**src/rtl/rst_seq_pkg.sv**
```systemverilog
// Shared types and helpers for the reset sequencer / watchdog.
package rst_seq_pkg;

   localparam int RESTART_CNT_W = 8;

   typedef enum logic [1:0] {
      HOLD    = 2'd0,
      RELEASE = 2'd1,
      RUN     = 2'd2,
      EXPIRED = 2'd3
   } state_e;

   // Counter width large enough to reach the largest of the three limits.
   function automatic int cnt_width(int hold, int stagger, int timeout);
      int m;
      m = hold;
      if (stagger > m) m = stagger;
      if (timeout > m) m = timeout;
      if (m < 1) m = 1;
      return $clog2(m + 1);
   endfunction

endpackage

```
**src/rtl/rst_seq_watchdog_if.sv**
```systemverilog
// Control/status bundle between the sequencer and its consumer.
interface rst_seq_watchdog_if #(parameter int N_CH = 2);
   import rst_seq_pkg::*;

   logic                     soft_rst_i;
   logic                     kick_i;
   logic [N_CH-1:0]          rst_o;
   logic                     ready_o;
   logic                     timeout_o;
   logic [RESTART_CNT_W-1:0] restart_cnt_o;
   logic [1:0]               state_o;

   modport master (
      output soft_rst_i, kick_i,
      input  rst_o, ready_o, timeout_o, restart_cnt_o, state_o
   );

   modport slave (
      input  soft_rst_i, kick_i,
      output rst_o, ready_o, timeout_o, restart_cnt_o, state_o
   );
endinterface

```
**src/rtl/rst_seq_watchdog_wdt_counter.sv**
```systemverilog
// Up-counter with sync clear/enable and terminal-count flag at limit-1.
module wdt_counter #(
   parameter int CNT_W = 4
) (
   input  logic             clk_i,
   input  logic             reset_i,
   input  logic             clr_i,
   input  logic             en_i,
   input  logic [CNT_W-1:0] limit_i,
   output logic             tc_o
);
   logic [CNT_W-1:0] cnt;

   // Count register; clear beats enable.
   always_ff @(posedge clk_i) begin
      if (!reset_i)   cnt <= '0;
      else if (clr_i) cnt <= '0;
      else if (en_i)  cnt <= cnt + CNT_W'(1);
   end

   assign tc_o = (cnt == (limit_i - CNT_W'(1)));
endmodule

```
**src/rtl/rst_seq_watchdog.sv**
```systemverilog
// Staggered reset sequencer with kickable run watchdog and restart counter.
module rst_seq_watchdog
   import rst_seq_pkg::*;
#(
   parameter int N_CH           = 2,
   parameter int HOLD_CYCLES    = 4,
   parameter int STAGGER_CYCLES = 2,
   parameter int TIMEOUT_CYCLES = 2500,
   parameter int AUTO_RESTART   = 1
) (
   input  logic clk_i,
   input  logic reset_i,
   rst_seq_watchdog_if.slave bus
);
   localparam int CNT_W = cnt_width(HOLD_CYCLES, STAGGER_CYCLES, TIMEOUT_CYCLES);
   localparam int CH_W  = (N_CH > 1) ? $clog2(N_CH) : 1;
   localparam bit ONE_SHOT = (N_CH == 1) || (STAGGER_CYCLES == 0);
   localparam bit WD_OFF   = (TIMEOUT_CYCLES == 0);

   state_e                   state;
   logic [CH_W-1:0]          ch_idx;
   logic [N_CH-1:0]          rst_r;
   logic                     ready_r;
   logic                     timeout_r;
   logic [RESTART_CNT_W-1:0] restart_cnt;

   logic             seq_tc, wd_tc;
   logic             seq_clr, wd_clr, wd_en;
   logic [CNT_W-1:0] seq_limit;
   logic             expire;

   // Sequence counter limit follows the phase it is timing.
   assign seq_limit = (state == HOLD) ? CNT_W'(HOLD_CYCLES) : CNT_W'(STAGGER_CYCLES);
   assign seq_clr   = bus.soft_rst_i | seq_tc | !((state == HOLD) || (state == RELEASE));

   // Watchdog only runs in RUN; any kick, restart or non-RUN state zeroes it.
   assign wd_en  = (state == RUN);
   assign wd_clr = bus.soft_rst_i | bus.kick_i | (state != RUN) | WD_OFF;
   assign expire = (state == RUN) & wd_tc & ~bus.kick_i & ~WD_OFF;

   wdt_counter #(.CNT_W(CNT_W)) u_seq_cnt (
      .clk_i   (clk_i),
      .reset_i (reset_i),
      .clr_i   (seq_clr),
      .en_i    (1'b1),
      .limit_i (seq_limit),
      .tc_o    (seq_tc)
   );

   wdt_counter #(.CNT_W(CNT_W)) u_wd_cnt (
      .clk_i   (clk_i),
      .reset_i (reset_i),
      .clr_i   (wd_clr),
      .en_i    (wd_en),
      .limit_i (CNT_W'(TIMEOUT_CYCLES)),
      .tc_o    (wd_tc)
   );

   // Main FSM: reset > soft restart > per-state sequencing / expiry.
   always_ff @(posedge clk_i) begin
      if (!reset_i) begin
         state       <= HOLD;
         ch_idx      <= '0;
         rst_r       <= '1;
         ready_r     <= 1'b0;
         timeout_r   <= 1'b0;
         restart_cnt <= '0;
      end else if (bus.soft_rst_i) begin
         state   <= HOLD;
         ch_idx  <= '0;
         rst_r   <= '1;
         ready_r <= 1'b0;
      end else begin
         case (state)
            HOLD: if (seq_tc) begin
               ch_idx <= CH_W'(1);
               if (ONE_SHOT) begin
                  rst_r   <= '0;
                  ready_r <= 1'b1;
                  state   <= RUN;
               end else begin
                  rst_r[0] <= 1'b0;
                  state    <= RELEASE;
               end
            end
            RELEASE: if (seq_tc) begin
               for (int k = 0; k < N_CH; k++)
                  if (CH_W'(k) == ch_idx) rst_r[k] <= 1'b0;
               ch_idx <= ch_idx + CH_W'(1);
               if (ch_idx == CH_W'(N_CH - 1)) begin
                  ready_r <= 1'b1;
                  state   <= RUN;
               end
            end
            RUN: if (expire) begin
               state     <= EXPIRED;
               rst_r     <= '1;
               ready_r   <= 1'b0;
               timeout_r <= 1'b1;
               if (restart_cnt != '1) restart_cnt <= restart_cnt + 1'b1;
            end
            EXPIRED: if (AUTO_RESTART != 0) begin
               state  <= HOLD;
               ch_idx <= '0;
            end
            default: state <= HOLD;
         endcase
      end
   end

   assign bus.rst_o         = rst_r;
   assign bus.ready_o       = ready_r;
   assign bus.timeout_o     = timeout_r;
   assign bus.restart_cnt_o = restart_cnt;
   assign bus.state_o       = state;
endmodule

```
**src/flat_wrapper.sv**
```systemverilog
// flat-port wrapper written by rule: the top's interface ports become plain ports
module rst_seq_watchdog_flat import rst_seq_pkg::*;
#(
   parameter int N_CH           = 2,
   parameter int HOLD_CYCLES    = 4,
   parameter int STAGGER_CYCLES = 2,
   parameter int TIMEOUT_CYCLES = 2500,
   parameter int AUTO_RESTART   = 1
)
  (clk_i, reset_i, bus_soft_rst_i, bus_kick_i, bus_rst_o, bus_ready_o, bus_timeout_o, bus_restart_cnt_o, bus_state_o);
  rst_seq_watchdog_if #(.N_CH(N_CH)) bus_i ();
  input  logic clk_i;
  input  logic reset_i;
  input wire logic [$bits(bus_i.soft_rst_i)-1:0] bus_soft_rst_i;
  input wire logic [$bits(bus_i.kick_i)-1:0] bus_kick_i;
  output wire logic [$bits(bus_i.rst_o)-1:0] bus_rst_o;
  output wire logic [$bits(bus_i.ready_o)-1:0] bus_ready_o;
  output wire logic [$bits(bus_i.timeout_o)-1:0] bus_timeout_o;
  output wire logic [$bits(bus_i.restart_cnt_o)-1:0] bus_restart_cnt_o;
  output wire logic [$bits(bus_i.state_o)-1:0] bus_state_o;
  assign bus_i.soft_rst_i = bus_soft_rst_i;
  assign bus_i.kick_i = bus_kick_i;
  assign bus_rst_o = bus_i.rst_o;
  assign bus_ready_o = bus_i.ready_o;
  assign bus_timeout_o = bus_i.timeout_o;
  assign bus_restart_cnt_o = bus_i.restart_cnt_o;
  assign bus_state_o = bus_i.state_o;
  rst_seq_watchdog #(.N_CH(N_CH), .HOLD_CYCLES(HOLD_CYCLES), .STAGGER_CYCLES(STAGGER_CYCLES), .TIMEOUT_CYCLES(TIMEOUT_CYCLES), .AUTO_RESTART(AUTO_RESTART)) u_core (.clk_i(clk_i), .reset_i(reset_i), .bus(bus_i));
endmodule
```
**config.mk**
```make
export PLATFORM = sky130hd
export DESIGN_NAME = rst_seq_watchdog_flat
export DESIGN_NICKNAME = d
export VERILOG_FILES = /design/src/rtl/rst_seq_pkg.sv /design/src/rtl/rst_seq_watchdog_if.sv /design/src/rtl/rst_seq_watchdog_wdt_counter.sv /design/src/rtl/rst_seq_watchdog.sv /design/src/flat_wrapper.sv
export SDC_FILE = /design/constraint.sdc
export NUM_CORES = 1
export LEC_CHECK = 0
export CAP_MARGIN = 20
export CORE_ASPECT_RATIO = 2
export CORE_MARGIN = 2
export CORE_UTILIZATION = 55
export CTS_CLUSTER_SIZE = 10
export DETAILED_ROUTE_END_ITERATION = 10
export PLACE_DENSITY_LB_ADDON = 0.12
export SLEW_MARGIN = 20
export SYNTH_ARGS = -nofsm -noshare
export SYNTH_HDL_FRONTEND = slang
export SYNTH_HIERARCHICAL = 1
export SYNTH_SLANG_ARGS = --single-unit
```
**constraint.sdc**
```tcl
create_clock -name clk_i -period 6.25 [get_ports clk_i]
set_input_delay 0.9375 -clock clk_i [delete_from_list [all_inputs] [get_ports clk_i]]
set_output_delay 0.9375 -clock clk_i [all_outputs]
set_load 0.005 [all_outputs]
```
==> run metrics, run 1 <==
reg2reg end=u_core/bus.state_o[0]$_SDFFE_PP0P_; number of buffers created by CTS=5; area share of the largest cell type after synthesis=29.0%; largest net degree at the start of global routing=14; TritonCTS Sinks=39; drt drc=0; clk_skew=0.00883 ns; Setup CP Type=reg2reg; Slew @ Worst Pin=0.969 ns; worst-path cell chain=inv_1 -> ha_1 -> inv_1 -> inv_1 -> ha_1 -> nor2b_1 -> and3_2 -> nor4_2 -> o2111ai_1 -> nor4_1 -> nor2b_1 -> o21ai_1 -> a21oi_1 -> a311oi_1; most frequent cells in the layout=conb_1, nor2_1, dfxtp_1; cell taking the most area after synthesis=dfxtp_1; GR peak layer=met2; r2r setup slk=2.42 ns; warnings from Yosys=6; sequential fraction of the synthesis area=29.0%; met2 usage=35.7%; fmax=261 MHz; first-pass GRT wire length=9450 um; Post-Synthesis Cells=334; WP data required=6.46 ns; setup TNS=0 ns; nature of the critical path endpoint=flip-flop; Critical Path AT=4.04 ns; Clock Root Buffer=clkbuf_8; Die Area=5510 sq um; Worst path max stage delay=0.85 ns; maxcap violations=0; vias in the first global route=2264; met1 GRT Util=28.8%; met3 Use GR=3.91%; worst skew pair latency=0.29 ns; post-layout util=69.8%; First-pass DRT Iterations=4; GRT Util Overall=22.1%; Core Region=4770 sq um; Mapped Area=2690 sq um; global route overflow=0; RSZ-0062 raised after global routing=false; placed inst area=3220 sq um; Worst-path clk slew=0.08 ns; most frequent CP cell=inv_1; Post-synth EDFFs=0; hold path endpoint=u_core/bus.rst_o[1]$_SDFFE_PP1P_; # Post-CTS Setup Buffers=0; H-tree depth=2; fin. max-slew vios=0; Die Wd=53.5 um; Reg2Reg Depth=14; flops & latches, synth=39; Via Count=2455; post-route cell area=3330 sq um; DPL Wire Length=4230 um; initial core utilization=56.4%; Worst Hold Slack=0.471 ns; CTS tree=yes; share of layout cells above drive strength 1=4.12%; I/O pins=18; Avg Inst Size Synth=8.07 sq um; Worst R2R Start=u_core/bus.state_o[0]$_SDFFE_PP0P_; ys flop type=dfxtp_1; Nets=449; Distinct cells, synth=56; IO buf count=17; DRT iter0 DRCs=87; gp weighted congestion=0.861; hold_buf cts=0; Worst Hold Path Cells=2; CTS resizes=0; # rows=36; CP max-delay cell=nor4_1; static leakage=1.34 nW; initial antenna violation count=0; status=complete, no violations; vias per inst=4.97; Hold Path Class=reg2reg; DRT antenna net count=0; Diodes inserted=0; most common cell after layout, fill and taps aside=conb_1; routed wire length per instance=11.2 um; Pwr Total=0.504 mW; CP Max Fanout=10; min Tclk post-route=3.83 ns; Hold Fails Final Rpt=0; final wirelength=5520 um; Clock Tree Buf Depth=2; Rel. slew slack=34.8%; power per cell area=151 nW/um^2; Final Cycle Share=61.3%; Async SR Flop Fraction=0%; Hold Path Origin=u_core/bus.rst_o[1]$_SDFFE_PP1P_; maximum vdd drop=0.242 mV; Final setup viols=0; kind of start point of the critical path=flip-flop; Die H=103 um; P&R area growth vs syn=23.6%; Area contributors post-synth=dfxtp_1, xor2_1, xnor2_1
[where the power goes]
| part | total [mW] | switching [mW] | internal [mW] |
|---|---|---|---|
| clock | 0.210 | 0.0913 | 0.119 |
| combinational | 0.0445 | 0.0275 | 0.0170 |
| sequential | 0.249 | 0.000690 | 0.249 |
| total | 0.504 | 0.120 | 0.385 |
[Yosys cell counts (4+ instances only)]
| master | number |
|---|---|
| nand3_1 | 17 |
| nor3_1 | 13 |
| nor2_1 | 44 |
| inv_1 | 18 |
| ha_1 | 9 |
| o21ai_0 | 9 |
| nand4_1 | 8 |
| nand2_1 | 22 |
| xor2_1 | 29 |
| dfxtp_1 | 39 |
| clkbuf_1 | 4 |
| a21oi_1 | 9 |
| or3_1 | 4 |
| mux2i_1 | 4 |
| xnor2_1 | 21 |
| and3_1 | 9 |
| nand2b_1 | 10 |
| nor4_1 | 4 |
[worst max-delay path by stage]
| stage | from | depth (start not counted) | endpoint | slack, ns |
|---|---|---|---|---|
| after floorplan | u_core/bus.state_o[0]$_SDFFE_PP0P_ | 15 | u_core/u_seq_cnt/cnt[0]$_SDFFE_PP0P_ | 3.00 |
| after global placement | u_core/bus.state_o[0]$_SDFFE_PP0P_ | 14 | u_core/bus.state_o[0]$_SDFFE_PP0P_ | 2.67 |
| after detailed placement | u_core/bus.state_o[1]$_SDFFE_PP0P_ | 14 | u_core/bus.state_o[0]$_SDFFE_PP0P_ | 2.48 |
| after CTS | u_core/bus.state_o[0]$_SDFFE_PP0P_ | 14 | u_core/bus.state_o[0]$_SDFFE_PP0P_ | 2.44 |
| after global routing | u_core/bus.state_o[0]$_SDFFE_PP0P_ | 14 | u_core/u_seq_cnt/cnt[7]$_SDFFE_PP0P_ | 2.02 |
| final | u_core/bus.state_o[0]$_SDFFE_PP0P_ | 14 | u_core/bus.state_o[0]$_SDFFE_PP0P_ | 2.42 |
[layer usage]
layer / part of all wire (%) / wire length, um
met3: 3.8 / 209
met1: 48 / 2620
met4: 1.5 / 85
met2: 47 / 2600
met5: 0 / 0
[flip-flops by register name, indices dropped and copies added, names as in the netlist]
| name | flops |
|---|---|
| u_core/ch_idx | 1 |
| u_core/bus.ready_o | 1 |
| u_core/u_wd_cnt/cnt | 12 |
| u_core/bus.restart_cnt_o | 8 |
| u_core/bus.timeout_o | 1 |
| u_core/bus.rst_o | 2 |
| u_core/u_seq_cnt/cnt | 12 |
| u_core/bus.state_o | 2 |
[cell type report]
| class | count | area (sq um) |
|---|---|---|
| timing repair buffer | 17 | 170 |
| inverter | 18 | 67.6 |
| clock inverter | 3 | 43.8 |
| sequential | 39 | 781 |
| clock buffer | 5 | 68.8 |
| multi-input combinational | 355 | 2130 |
| fill | 418 | 1440 |
| tap | 57 | 71.3 |
[critical path: cells and delay by family, from the launching register on]
kind | cells | cell delay, ns
fa+ha+maj | 2 | 0.50
buf+inv | 3 | 0.28
simple gates | 5 | 1.67
compound gates | 4 | 0.85
flops | 1 | 0.44
[cell families after synthesis]
family | count (synthesis) | synth area share, %
AND/OR/NAND/NOR | 155 | 31.8
AO/OA/AOI/OAI | 50 | 13.2
XOR/XNOR | 50 | 16.3
flip-flops | 39 | 29.0
buffers and inverters | 25 | 3.85
adder cells (fa/ha/maj) | 9 | 4.18
multiplexers | 4 | 1.49
other | 2 | 0.279
[metrics by stage]
| step | worst slack, ns | std cells |
|---|---|---|
| 4_1_cts | 2.44 | 494 |
| 6_report | 2.42 | 494 |
| 5_1_grt | 2.02 | 494 |
| 2_1_floorplan | 3.00 | 419 |
| 3_5_place_dp | 2.48 | 486 |
| 3_3_place_gp | 2.67 | 486 |
(Power assumes the default switching activity.)
==> inputs of run 2 (changes only) <==
- CORE_UTILIZATION: 55 -> 54
- clock period: 6.25 -> 3.1 ns (I/O delays scaled with it)
==> run 2 against run 1 <==
Sequential power grew 100%. Critical path type unchanged. Combinational power increased by 110%. Count of clock-buffer cells in the layout increased by 2. Clock power rose by 71%. Critical path depth unchanged. Largest cell class unchanged. Fmax grew 34%. Cell count increased by 1.6%. Setup slack worse by 2.2 ns. Largest power group unchanged. Clock skew increased by 0.00076 ns.
==> run metrics, run 2 (synthesized netlist as in run 1, its figures left out) <==
Diodes inserted=0 (unchanged); most common cell after layout, fill and taps aside=conb_1; Worst path max stage delay=0.44 ns (-0.41 ns); critical path depth in cells=14 (unchanged); drt drc=0 (unchanged); critical path's top delay family=compound AO/OA/AOI/OAI gates; Die H=104 um (+0.89%); CTS tree=yes; Pwr Total=0.955 mW (+90%); TritonCTS Sinks=39 (unchanged); CP Max Fanout=9 (-1); Slew @ Worst Pin=0.513 ns (-0.455 ns); power per cell area=281 nW/um^2 (+86%); Clock Root Buffer=clkbuf_8; DRT iter0 DRCs=57 (-34%); Die Area=5600 sq um (+1.7%); WP buf/inv=4 (+1); Clock Tree Buf Depth=2 (unchanged); Hold Path Class=reg2reg; H-tree depth=2 (unchanged); post-route cell area=3400 sq um (+2.1%); nature of the critical path endpoint=flip-flop; P&R area growth vs syn=26.3%; I/O pins=18 (unchanged); Worst Hold Slack=0.472 ns (+0.00152 ns); largest net degree at the start of global routing=13 (-1); most frequent CP cell=buf_4; kind of start point of the critical path=flip-flop; pre-CTS setup slack=0.123 ns (-2.35 ns); CP max-delay cell=or3_1; RSZ-0062 raised after global routing=false; initial core utilization=55.9% (-0.53 points); Worst Hold Path Cells=2 (unchanged); share of layout cells above drive strength 1=6.97% (+2.8 points); Nets=457 (+1.8%); status=complete, no violations; initial antenna violation count=0 (unchanged); vias in the first global route=2384 (+5.3%); Via Count=2502 (+1.9%); Reg2Reg Depth=14 (unchanged); placed inst area=3270 sq um (+1.6%); clk_skew=0.00958 ns (+0.000758 ns); hold_buf cts=0 (unchanged); static leakage=1.37 nW (+2.8%); setup TNS=0 ns (unchanged); Worst-path clk slew=0.08 ns (about the same); placed insts=492 (+1.2%); vias per inst=4.98 (+0.29%); worst skew pair latency=0.30 ns (about the same); Core Region=4820 sq um (+0.94%); Critical Path AT=3.10 ns (-0.94 ns); DPL Wire Length=4600 um (+8.6%); maxcap violations=0 (unchanged); GRT Util Overall=22.3% (+0.19 points); worst-path cell chain=inv_1 -> ha_1 -> buf_4 -> or3_1 -> nor3_2 -> o221ai_1 -> a22oi_1 -> nor4_2 -> buf_4 -> nor2b_1 -> o21ai_2 -> buf_4 -> a21o_1 -> a21oi_1; maximum vdd drop=0.329 mV (+36%); WP data required=3.34 ns (-3.12 ns); IO buf count=17 (unchanged); final wirelength=5780 um (+4.8%); Setup CP Type=reg2reg; Hold Fails Final Rpt=0 (unchanged); Final Cycle Share=92.2% (+31 points); number of buffers created by CTS=5 (unchanged); first-pass GRT wire length=9430 um (-0.30%); First-pass DRT Iterations=4 (unchanged); routed wire length per instance=11.5 um (+3.2%); min Tclk post-route=2.86 ns (-0.971 ns); DRT antenna net count=0 (unchanged); Layout Cells excl Fill=502 (+1.6%); PnR worst setup slack=0.241 ns (-2.18 ns); global route overflow=0 (unchanged); Fill cells=410 (-1.9%); # rows=36 (unchanged); Die Wd=53.9 um (+0.85%); Final setup viols=0 (unchanged); fmax=350 MHz (+34%); fin. max-slew vios=0 (unchanged); Rel. slew slack=65.7% (+31 points); post-layout util=70.6% (+0.83 points); most frequent cells in the layout=conb_1, nor2_1, dfxtp_1; gp weighted congestion=0.842 (-2.2%)
## run 2: cell types whose count changed in the layout (fill, tap and decap cells not counted), sizes merged
cell,delta
clkinv,-1
bufinv,-1
buf,+8
clkbuf,+2
## run 2: worst paths after layout
path	slack, ns	end	start
worst max-delay path	0.24	u_core/bus.state_o[1]$_SDFFE_PP0P_	u_core/bus.state_o[0]$_SDFFE_PP0P_
worst min-delay path	0.47	u_core/bus.timeout_o$_SDFFE_PN0P_	u_core/bus.timeout_o$_SDFFE_PN0P_
worst max register to register	0.24	u_core/bus.state_o[1]$_SDFFE_PP0P_	u_core/bus.state_o[0]$_SDFFE_PP0P_
worst min register to register	0.47	u_core/bus.timeout_o$_SDFFE_PN0P_	u_core/bus.timeout_o$_SDFFE_PN0P_
## run 2: tightest hold or removal path, cell delays in order, from the launching register on
cell     delay, ns
dfxtp_1       0.33
nor2_1        0.05
nor2_1        0.07
## run 2: cell type report
class / count / area (sq um) / share of cell area [%]
clock buffer: 7 / 86.3 / 2.54
inverter: 18 / 67.6 / 1.99
sequential: 39 / 781 / 22.9
timing repair buffer: 25 / 230 / 6.77
clock inverter: 1 / 8.76 / 0.257
multi-input combinational: 355 / 2160 / 63.4
tap: 57 / 71.3 / 2.10
## run 2: per-layer routing
| layer | vias to the layer above | track usage [%] | wire length (um) |
|---|---|---|---|
| met3 | 16 | 3.88 | 131 |
| met4 | 0 | 12.8 | 212 |
| li1 | 1310 | - | - |
| met2 | 34 | 42.6 | 3330 |
| met5 | - | 0 | 0 |
| met1 | 1142 | 19.2 | 2110 |
## run 2: what timing repair did
item / CTS / global route
setup buffers: 0 / 2
resized for setup: 0 / 6
endpoints found under the setup margin: 0 / 17
endpoints found under the hold margin: 0 / 0
## run 2: where the power goes
part | total [mW] | switching (mW) | internal [mW]
logic | 0.0925 | 0.0574 | 0.0351
registers | 0.503 | 0.00128 | 0.501
clock network | 0.360 | 0.178 | 0.182
total | 0.955 | 0.237 | 0.719
==> inputs of run 3 (changes only) <==
- HOLD_SLACK_MARGIN: unset -> 0.05
==> results of run 3 <==
No change in the layout: final DEF, timing and power equal those of run 2.
